==> config.mk <==
export PLATFORM = sky130hd
export DESIGN_NAME = spi_cmd_scheduler_flat
export DESIGN_NICKNAME = d
export VERILOG_FILES = /design/src/rtl/spi_cmd_pkg.sv /design/src/rtl/spi_cmd_scheduler_if.sv /design/src/rtl/spi_rr_arbiter.sv /design/src/rtl/spi_cmd_scheduler.sv /design/src/flat_wrapper.sv
export SDC_FILE = /design/constraint.sdc
export NUM_CORES = 1
export LEC_CHECK = 0
export CAP_MARGIN = 20
export CORE_ASPECT_RATIO = 1.5
export CORE_MARGIN = 2
export CORE_UTILIZATION = 54
export DETAILED_ROUTE_END_ITERATION = 7
export PLACE_DENSITY = 0.88
export SETUP_SLACK_MARGIN = 0.2
export SLEW_MARGIN = 0
export SYNTH_ARGS = -nofsm -noshare
export SYNTH_HDL_FRONTEND = slang
export SYNTH_SLANG_ARGS = --single-unit
==> constraint.sdc <==
create_clock -name clk -period 6.25 [get_ports clk]
set_clock_uncertainty 0.15 [all_clocks]
set_input_delay 0.9375 -clock clk [delete_from_list [all_inputs] [get_ports clk]]
set_output_delay 0.9375 -clock clk [all_outputs]
set_load 0.005 [all_outputs]
==> src/rtl/spi_cmd_pkg.sv <==
// Shared definitions for the SPI command scheduler: encoder command codes,
// encoder address map and the scheduler FSM state type.
package spi_cmd_pkg;

    // Encoder command codes carried on enc_command
    typedef enum logic [2:0] {
        GETROLLANGULAR  = 3'b000,
        GETROLLLINEAR   = 3'b001,
        GETPITCHANGULAR = 3'b010,
        GETPITCHLINEAR  = 3'b011,
        GETYAWANGULAR   = 3'b100,
        GETYAWLINEAR    = 3'b101,
        GETSTATUS       = 3'b110,
        RESETENCODER    = 3'b111
    } cmd_e;

    // Encoder bus addresses
    localparam logic [7:0] ENC_ADDR_ROLL  = 8'hA4;
    localparam logic [7:0] ENC_ADDR_PITCH = 8'hA8;

    // Scheduler FSM states
    typedef enum logic [2:0] {
        StIdle,
        StIssue,
        StWait,
        StAck,
        StAbort
    } sched_state_e;

endpackage

==> src/rtl/spi_cmd_scheduler_if.sv <==
// Requester and encoder handshake bundle for spi_cmd_scheduler.
// master: requesters/encoder side; slave: the scheduler.
interface spi_cmd_scheduler_if #(
    parameter int unsigned NUM_REQ = 4
);
    logic [NUM_REQ-1:0]   req;
    logic [3*NUM_REQ-1:0] req_cmd;
    logic [NUM_REQ-1:0]   grant;
    logic [NUM_REQ-1:0]   done;
    logic [NUM_REQ-1:0]   err;
    logic                 busy;
    logic                 enc_transmit;
    logic [2:0]           enc_command;
    logic                 enc_transmit_recieved;
    logic                 enc_transmission_sent;

    modport master (
        output req, req_cmd, enc_transmission_sent,
        input  grant, done, err, busy, enc_transmit, enc_command, enc_transmit_recieved
    );

    modport slave (
        input  req, req_cmd, enc_transmission_sent,
        output grant, done, err, busy, enc_transmit, enc_command, enc_transmit_recieved
    );
endinterface

==> src/rtl/spi_rr_arbiter.sv <==
// Combinational round-robin pick: first asserted request at or after ptr,
// wrapping at NUM_REQ. Returns one-hot grant, its index and a valid flag.
module spi_rr_arbiter #(
    parameter int unsigned NUM_REQ = 4,
    parameter int unsigned IDX_W   = 2
) (
    input  logic [NUM_REQ-1:0] req,
    input  logic [IDX_W-1:0]   ptr,
    output logic [NUM_REQ-1:0] gnt,
    output logic [IDX_W-1:0]   idx,
    output logic               valid
);

    // Scan NUM_REQ positions starting at ptr, keep the first hit
    always_comb begin
        int unsigned cand;
        gnt   = '0;
        idx   = '0;
        valid = 1'b0;
        cand  = 0;
        for (int unsigned off = 0; off < NUM_REQ; off++) begin
            cand = (32'(ptr) + off) % NUM_REQ;
            if (!valid && req[IDX_W'(cand)]) begin
                valid               = 1'b1;
                gnt[IDX_W'(cand)]   = 1'b1;
                idx                 = IDX_W'(cand);
            end
        end
    end

endmodule

==> src/rtl/spi_cmd_scheduler.sv <==
// Round-robin scheduler that serialises requester commands onto one SPI
// encoder: IDLE -> ISSUE (transmit pulse) -> WAIT (for sent) -> ACK -> IDLE.
// Optional WAIT timeout with ABORT state is built when SPI_SCHED_TIMEOUT_EN
// is defined; otherwise WAIT only exits on enc_transmission_sent and err is 0.
module spi_cmd_scheduler
    import spi_cmd_pkg::*;
#(
    parameter int unsigned NUM_REQ        = 4,
    parameter int unsigned ISSUE_CYCLES   = 2,
    parameter int unsigned TIMEOUT_CYCLES = 255
) (
    input logic                clk,
    input logic                rst,
    spi_cmd_scheduler_if.slave bus
);

    localparam int unsigned IDX_W = (NUM_REQ > 1) ? $clog2(NUM_REQ) : 1;

    sched_state_e       state_q, state_d;
    logic [NUM_REQ-1:0] grant_q, grant_d;
    logic [IDX_W-1:0]   owner_q, owner_d;
    logic [IDX_W-1:0]   rr_ptr_q, rr_ptr_d;
    logic [2:0]         cmd_q, cmd_d;
    logic [7:0]         issue_cnt_q, issue_cnt_d;
`ifdef SPI_SCHED_TIMEOUT_EN
    logic [7:0]         to_cnt_q, to_cnt_d;
`endif

    logic [NUM_REQ-1:0] arb_gnt;
    logic [IDX_W-1:0]   arb_idx;
    logic               arb_valid;
    logic [2:0]         win_cmd;

    spi_rr_arbiter #(
        .NUM_REQ (NUM_REQ),
        .IDX_W   (IDX_W)
    ) u_arb (
        .req   (bus.req),
        .ptr   (rr_ptr_q),
        .gnt   (arb_gnt),
        .idx   (arb_idx),
        .valid (arb_valid)
    );

    // Select the command slice belonging to the arbitration winner
    always_comb begin
        win_cmd = '0;
        for (int unsigned i = 0; i < NUM_REQ; i++) begin
            if (arb_idx == IDX_W'(i)) begin
                win_cmd = bus.req_cmd[3*i +: 3];
            end
        end
    end

    // Next-state logic; counters clear whenever their state is not active
    always_comb begin
        state_d     = state_q;
        grant_d     = grant_q;
        owner_d     = owner_q;
        rr_ptr_d    = rr_ptr_q;
        cmd_d       = cmd_q;
        issue_cnt_d = '0;
`ifdef SPI_SCHED_TIMEOUT_EN
        to_cnt_d    = '0;
`endif
        unique case (state_q)
            StIdle: begin
                if (arb_valid) begin
                    state_d = StIssue;
                    grant_d = arb_gnt;
                    owner_d = arb_idx;
                    cmd_d   = win_cmd;
                end
            end
            StIssue: begin
                if (issue_cnt_q == 8'(ISSUE_CYCLES - 1)) begin
                    state_d = StWait;
                end else begin
                    issue_cnt_d = issue_cnt_q + 8'd1;
                end
            end
            StWait: begin
`ifdef SPI_SCHED_TIMEOUT_EN
                to_cnt_d = to_cnt_q + 8'd1;
                // sent has priority over a coincident timeout
                if (bus.enc_transmission_sent) begin
                    state_d = StAck;
                end else if (to_cnt_q == 8'(TIMEOUT_CYCLES - 1)) begin
                    state_d = StAbort;
                end
`else
                if (bus.enc_transmission_sent) begin
                    state_d = StAck;
                end
`endif
            end
            StAck, StAbort: begin
                state_d  = StIdle;
                grant_d  = '0;
                rr_ptr_d = (owner_q == IDX_W'(NUM_REQ - 1)) ? '0 : owner_q + 1'b1;
            end
            default: begin
                state_d = StIdle;
                grant_d = '0;
            end
        endcase
    end

    // State registers with synchronous reset; reset abandons any transaction
    always_ff @(posedge clk) begin
        if (rst) begin
            state_q     <= StIdle;
            grant_q     <= '0;
            owner_q     <= '0;
            rr_ptr_q    <= '0;
            cmd_q       <= 3'b000;
            issue_cnt_q <= '0;
`ifdef SPI_SCHED_TIMEOUT_EN
            to_cnt_q    <= '0;
`endif
        end else begin
            state_q     <= state_d;
            grant_q     <= grant_d;
            owner_q     <= owner_d;
            rr_ptr_q    <= rr_ptr_d;
            cmd_q       <= cmd_d;
            issue_cnt_q <= issue_cnt_d;
`ifdef SPI_SCHED_TIMEOUT_EN
            to_cnt_q    <= to_cnt_d;
`endif
        end
    end

    // Outputs decoded from the registered state
    always_comb begin
        bus.grant                 = grant_q;
        bus.busy                  = (state_q != StIdle);
        bus.enc_transmit          = (state_q == StIssue);
        bus.enc_command           = cmd_q;
        bus.enc_transmit_recieved = (state_q == StAck) || (state_q == StAbort);
        bus.done                  = (state_q == StAck) ? grant_q : '0;
`ifdef SPI_SCHED_TIMEOUT_EN
        bus.err                   = (state_q == StAbort) ? grant_q : '0;
`else
        bus.err                   = '0;
`endif
    end

endmodule

==> src/flat_wrapper.sv <==
// flat-port wrapper written by rule: the top's interface ports become plain ports
module spi_cmd_scheduler_flat import spi_cmd_pkg::*;
#(
    parameter int unsigned NUM_REQ        = 4,
    parameter int unsigned ISSUE_CYCLES   = 2,
    parameter int unsigned TIMEOUT_CYCLES = 255
)
  (clk, rst, bus_req, bus_req_cmd, bus_enc_transmission_sent, bus_grant, bus_done, bus_err, bus_busy, bus_enc_transmit, bus_enc_command, bus_enc_transmit_recieved);
  spi_cmd_scheduler_if #(.NUM_REQ(NUM_REQ)) bus_i ();
  input logic clk;
  input logic rst;
  input wire logic [$bits(bus_i.req)-1:0] bus_req;
  input wire logic [$bits(bus_i.req_cmd)-1:0] bus_req_cmd;
  input wire logic [$bits(bus_i.enc_transmission_sent)-1:0] bus_enc_transmission_sent;
  output wire logic [$bits(bus_i.grant)-1:0] bus_grant;
  output wire logic [$bits(bus_i.done)-1:0] bus_done;
  output wire logic [$bits(bus_i.err)-1:0] bus_err;
  output wire logic [$bits(bus_i.busy)-1:0] bus_busy;
  output wire logic [$bits(bus_i.enc_transmit)-1:0] bus_enc_transmit;
  output wire logic [$bits(bus_i.enc_command)-1:0] bus_enc_command;
  output wire logic [$bits(bus_i.enc_transmit_recieved)-1:0] bus_enc_transmit_recieved;
  assign bus_i.req = bus_req;
  assign bus_i.req_cmd = bus_req_cmd;
  assign bus_i.enc_transmission_sent = bus_enc_transmission_sent;
  assign bus_grant = bus_i.grant;
  assign bus_done = bus_i.done;
  assign bus_err = bus_i.err;
  assign bus_busy = bus_i.busy;
  assign bus_enc_transmit = bus_i.enc_transmit;
  assign bus_enc_command = bus_i.enc_command;
  assign bus_enc_transmit_recieved = bus_i.enc_transmit_recieved;
  spi_cmd_scheduler #(.NUM_REQ(NUM_REQ), .ISSUE_CYCLES(ISSUE_CYCLES), .TIMEOUT_CYCLES(TIMEOUT_CYCLES)) u_core (.clk(clk), .rst(rst), .bus(bus_i));
endmodule
==> results.toml, run 1 <==
[finish]
n_fill_cell = 225
antenna_cells = 0
layout-drive-gt1-share_pct = 5.85
area_delta_synth_final_pct = 21.6
fin_nets = 241

[clock_tree]
holdBufCountCts = 0
clockBufferDepth = 2
cts.clk_slew.worst_paths_ns = 0.07
htree_num_levels = 1
numCtsBuffers = 3
cts_sinks = 21
root_buffer = "clkbuf_8"
clk_latency_ns = 0.26
postCtsSetupRepairBufs = 0
cts_tree = "yes"
cts_resized = 0

[detailed_routing]
via_per_inst = 5.52
first_pass_iters = 4
ant_nets = 0
routedWlPerCell_um = 13.1
drt_iter0_drc = 32
routed_wirelength_um = 3210
vias = 1347
route.detailed.drc = 0

[global_routing]
grt_overflow = 0
grt_start_max_net_pins = 20
grt_use_total_pct = 20.6
antenna_found_initial = 0
grt_pass1_vias = 1281
grt_pass1_wl_um = 5220

[flow_run]
drv_cap = 0

[timing]
worstMarginPinSlew_ns = 0.699
maxSlewViolCount = 0
rsz0062_at_grt = "no"
setup-violations-final = 0
maxSlewHeadroom_pct = 53.4
hold_viol = 0
period_minus_slack_ns = 3.40
max_clock_freq_mhz = 294
fin_setup_tns_ns = 0
min_period_over_period_pct = 54.4

[setup_path]
max_stage_delay_ns = 0.77
critPathLaunchType = "flop"
cp_cell_sequence = "inv_1 > ha_1 > mux4_2 > nor4_1 > nand2b_1 > nor2_1 > nand2b_1 > o221ai_1"
r2r-start = "u_core.rr_ptr_q[0]"
cp.required_ns = 6.23
end_kind = "flop"
startpoint = "u_core.rr_ptr_q[0]"
crit_type = "reg -> reg"
crit_arrival_ns = 3.38
path_common_cell = "nand2b_1"
slowest_stage = "dfxtp_1"
crit_fanout = 19

[logic_synthesis]
synth_most_common_cell = "nor2_1"
synth_area_per_cell_um2 = 8.78
synth_common_cells = "nor2_1 (24), dfxtp_1 (21), ha_1 (16)"
yosys_most_used_dff = "dfxtp_1"
synth_area_leaders = "dfxtp_1 (27%), ha_1 (13%), mux2i_1 (7.0%)"
synth_edf_count = 0
ys_types = 41
seq_area_frac_synth_pct = 26.6
yosys.area.top_type = "dfxtp_1"
syn_inst = 180
ys_async_sr_fraction_pct = 0
syn_area_um2 = 1580
yosysWarnings = 0
ys_ff_latch = 21
synth_top_area_share_pct = 26.6

[floorplan]
start_util_pct = 55.4
row_count = 24
die_w_um = 48.2
core-area_um2 = 2850
die_y_um = 70.3
die-area_um2 = 3380
io_pins = 37

[pwr]
fin_total_pwr_uw = 516
leakage_uw = 0.000752
powerDensity_nw_per_um2 = 269
ir_drop_uv = 124

[outcome]
status = "complete, no violations"

[placed_design]
dp_hpwl_um = 2580
portBuffers = 32
place_congestion = 0.759

[hold_path]
hold_class = "reg -> reg"
min_from = "u_core.bus.grant[3]"
## final cells by class
class / count / area (um2) / area share [%]
Inverter: 8 / 30.0 / 1.56
Multi-Input combinational cell: 140 / 1060 / 55.0
Sequential cell: 21 / 420 / 21.9
Clock buffer: 4 / 45.0 / 2.34
Timing Repair Buffer: 32 / 320 / 16.7
Tap cell: 39 / 48.8 / 2.54
## where the power goes
group | leakage (uW) | switching [uW] | internal [uW]
combinational | 0.000558 | 117 | 124
clock | 0.0000228 | 40.7 | 45.4
sequential | 0.000171 | 28.8 | 160
total | 0.000752 | 187 | 330
## metal layers
layer	GRT usage, %	vias up	wire (um)
li1	-	671	-
met1	19.4	657	1200
met2	39.9	15	1920
met3	1.55	4	31
met4	8.11	0	53
met5	0	-	0
## layout by cell type (no fill, tap or decap), types with 2 or more instances in the layout
cell type	count
o21ai_0	8
and2_1	4
o211ai_1	2
a21oi_1	9
or2_2	2
o221ai_1	3
nand3b_1	4
a22oi_1	4
conb_1	4
mux4_2	3
nor2_1	24
xor2_1	4
nand2_1	11
a22o_1	4
inv_1	8
mux2i_1	11
nand2b_1	5
dfxtp_1	21
ha_1	16
and3_1	2
clkdlybuf4s50_1	32
xnor2_1	2
clkbuf_8	3
nand3_1	4
## flip-flops by register name (all words and copies together), names as in the netlist
| register | count |
|---|---|
| u_core.owner_q | 2 |
| u_core.rr_ptr_q | 2 |
| u_core.bus.grant | 4 |
| u_core.issue_cnt_q | 8 |
| u_core.bus.enc_command | 3 |
| u_core.state_q | 2 |
## worst max-delay path, delay by kind of cell (launching register included)
family          cells  cell delay (ns)
flops               1             0.77
fa+ha+maj           1             0.54
buf+inv             1             0.27
compound gates      1             0.13
mux                 1             0.45
simple gates        4             0.94
## path summary, 6_finish.rpt
kind                               end  slack [ns]  cells past startpoint
max          u_core.bus.enc_command[2]        2.85                      8
min                u_core.bus.grant[3]        0.31                      2
max reg2reg  u_core.bus.enc_command[2]        2.85                      8
min reg2reg        u_core.bus.grant[3]        0.31                      2
## cell families (layout without fill, tap and decap cells)
kind of cell,after synthesis,count (layout),synth area share [%]
simple gates,62,62,20.4
compound gates,37,37,16.6
buf+inv,22,44,7.20
flops,21,21,26.6
fa+ha+maj,16,16,12.7
mux,15,15,12.9
xor+xnor,6,6,3.33
other cells,1,4,0.237
## stage by stage
stage / area, um2 / std cells / util (%) / hold WS [ns] / setup WS, ns
after floorplan: 1590 / 183 / - / 0.295 / 3.25
after global placement: 1880 / 240 / 65.8 / 0.306 / 2.82
after detailed placement: 1880 / 240 / 65.8 / 0.306 / 2.72
after CTS: 1920 / 244 / 67.4 / 0.316 / 2.85
after global routing: 1920 / 244 / 67.4 / 0.343 / 2.62
final: 1920 / 244 / 67.4 / 0.312 / 2.85
No activity file was read; power rests on OpenSTA's default activity.
==> run 2, diff against run 1 <==
--- a/config.mk
+++ b/config.mk
@@ -8,9 +8,9 @@
 export CAP_MARGIN = 20
 export CORE_ASPECT_RATIO = 1.5
 export CORE_MARGIN = 2
-export CORE_UTILIZATION = 54
+export CORE_UTILIZATION = 50
 export DETAILED_ROUTE_END_ITERATION = 7
-export PLACE_DENSITY = 0.88
+export PLACE_DENSITY = 0.82
 export SETUP_SLACK_MARGIN = 0.2
 export SLEW_MARGIN = 0
 export SYNTH_ARGS = -nofsm -noshare
==> constraint.sdc (replaced) <==
create_clock -name clk -period 3.3 [get_ports clk]
set_clock_uncertainty 0.15 [all_clocks]
set_input_delay 0.495 -clock clk [delete_from_list [all_inputs] [get_ports clk]]
set_output_delay 0.495 -clock clk [all_outputs]
set_load 0.005 [all_outputs]
==> run 2 against run 1 <==
Against the previous run: first-iteration DRC count is 22% lower; combinational power is 96% higher; flip-flop and latch count stayed put; global-route usage is 2.6 points lower; die area is 7.4% higher; sequential power is 81% higher; final cell count is 1.2% higher; largest power group unchanged.
==> results.toml, run 2 (synthesized netlist as in run 1, its figures left out) <==
[finish]
layout-drive-gt1-share_pct = 7.25
final_common_cell = "clkdlybuf4s50_1"
fin_nets = 243
multi_input_area_um2 = 1060
largest_register = "u_core.issue_cnt_q"
seq_area_um2 = 420
area_delta_synth_final_pct = 22.7
n_fill_cell = 266
antenna_cells = 0
largest_reg_flops = 8
most-common-layout-cells = "clkdlybuf4s50_1 (32), nor2_1 (24), dfxtp_1 (21), ha_1 (16)"

[global_routing]
grt.met3_usage_pct = 0.615
met2_usage_pct = 34.7
grt_pass1_vias = 1201
grt-busiest-layer = "met2"
antenna_found_initial = 0
grt.met1_usage_pct = 19.9
grt_overflow = 0
grt_use_total_pct = 18.0
grt_pass1_wl_um = 5190
grt_start_max_net_pins = 19

[setup_path]
reg2reg_setup_slack_ns = 0.58
critPathLaunchType = "input pin"
crit_type = "in -> reg"
crit_fanout = 12
cp.required_ns = 3.29
end_kind = "flop"
timing.rr.end = "u_core.bus.enc_command[2]"
r2r_cells = 8
r2r-start = "u_core.rr_ptr_q[0]"
crit_arrival_ns = 2.83

[floorplan]
die_w_um = 49.9
core-area_um2 = 3100
die_y_um = 72.9
die-area_um2 = 3640
row_count = 25
io_pins = 37
start_util_pct = 51.0

[flow_run]
drv_cap = 0

[clock_tree]
cts_tree = "yes"
cts_sinks = 21
cts_resized = 0
cts.clk_slew.worst_paths_ns = 0.08
root_buffer = "clkbuf_8"
clk_latency_ns = 0.26
htree_num_levels = 1
postCtsSetupRepairBufs = 0
holdBufCountCts = 0
numCtsBuffers = 3
clockBufferDepth = 2

[timing]
setup-violations-final = 0
hold_viol = 0
maxSlewViolCount = 0
max_clock_freq_mhz = 352
period_minus_slack_ns = 2.84
fin_ws_ns = 0.455
worstMarginPinSlew_ns = 0.540
rsz0062_at_grt = "no"
maxSlewHeadroom_pct = 64.0
min_period_over_period_pct = 86.2
fin_setup_tns_ns = 0

[pwr]
fin_total_pwr_uw = 980
ir_drop_uv = 230
powerDensity_nw_per_um2 = 506
leakage_uw = 0.000766

[detailed_routing]
vias = 1304
route.detailed.drc = 0
ant_nets = 0
drt_iter0_drc = 25
first_pass_iters = 4
routed_wirelength_um = 3090
via_per_inst = 5.28
routedWlPerCell_um = 12.5

[hold_path]
min_from = "u_core.bus.grant[3]"
hold_end = "u_core.bus.grant[3]"
hold_class = "reg -> reg"
holdPathStages = 2

[outcome]
status = "complete, no violations"

[placed_design]
pre_cts_ws_ns = 0.202
portBuffers = 32
place_congestion = 0.793
dp_hpwl_um = 2510
-- run 2: changes by cell type in the layout (fill, tap and decap cells not counted), sizes merged --
cell,previous run,this run
clkbuf,4,3
clkinv,0,1
buf,0,2
-- run 2: worst max-delay path by stage --
stage / start / end / slack (ns) / cells past startpoint
detailed placement: bus_req[2] / u_core.bus.enc_command[2] / 0.20 / 7
CTS: bus_req[2] / u_core.bus.enc_command[2] / 0.48 / 7
global route: bus_req[2] / u_core.bus.enc_command[2] / 0.31 / 7
floorplan: u_core.rr_ptr_q[0] / u_core.bus.enc_command[1] / 0.30 / 11
finish: bus_req[2] / u_core.bus.enc_command[2] / 0.46 / 7
global placement: bus_req[2] / u_core.bus.enc_command[0] / 0.28 / 7
-- run 2: layer usage --
metal / part of all wire, % / vias to the layer above
li1: - / 680
met5: 0 / -
met2: 57 / 17
met4: 1.6 / 0
met1: 40 / 603
met3: 1.3 / 4
-- run 2: critical path, cell delays in order --
cell and delay [ns]:
clkdlybuf4s50_1 0.58, mux4_2 0.65, nor4_1 0.38, nand2b_1 0.34
nor2_1 0.09, nand2b_1 0.15, o221ai_1 0.14
-- run 2: power breakdown --
group / internal, uW / switching [uW]
Sequential: 303 / 39.2
Combinational: 238 / 234
Clock: 84.0 / 82.8
Total: 624 / 356
-- run 2: final cells by class --
cell class,count,area share [%]
Inverter,8,1.55
Clock inverter,1,0.258
Timing Repair Buffer,34,17.3
Clock buffer,3,2.13
Sequential cell,21,21.7
Multi-Input combinational cell,140,54.5
Tap cell,40,2.58
-- run 2: per-stage QoR --
| stage | cell area [um2] | utilization, % | hold WS, ns | std cells |
|---|---|---|---|---|
| detailed placement | 1890 | 61.1 | 0.309 | 243 |
| global route | 1940 | 62.6 | 0.344 | 247 |
| CTS | 1940 | 62.6 | 0.318 | 247 |
| global placement | 1890 | 61.1 | 0.301 | 243 |
| finish | 1940 | 62.6 | 0.318 | 247 |
| floorplan | 1590 | - | 0.295 | 183 |
==> run 3, diff against run 2 <==
--- a/config.mk
+++ b/config.mk
@@ -5,6 +5,7 @@
 export SDC_FILE = /design/constraint.sdc
 export NUM_CORES = 1
 export LEC_CHECK = 0
+export ABC_CLOCK_PERIOD_IN_PS = 3300
 export CAP_MARGIN = 20
 export CORE_ASPECT_RATIO = 1.5
 export CORE_MARGIN = 2
==> results of run 3 <==
Final layout, timing and power as in run 2 (identical DEF).
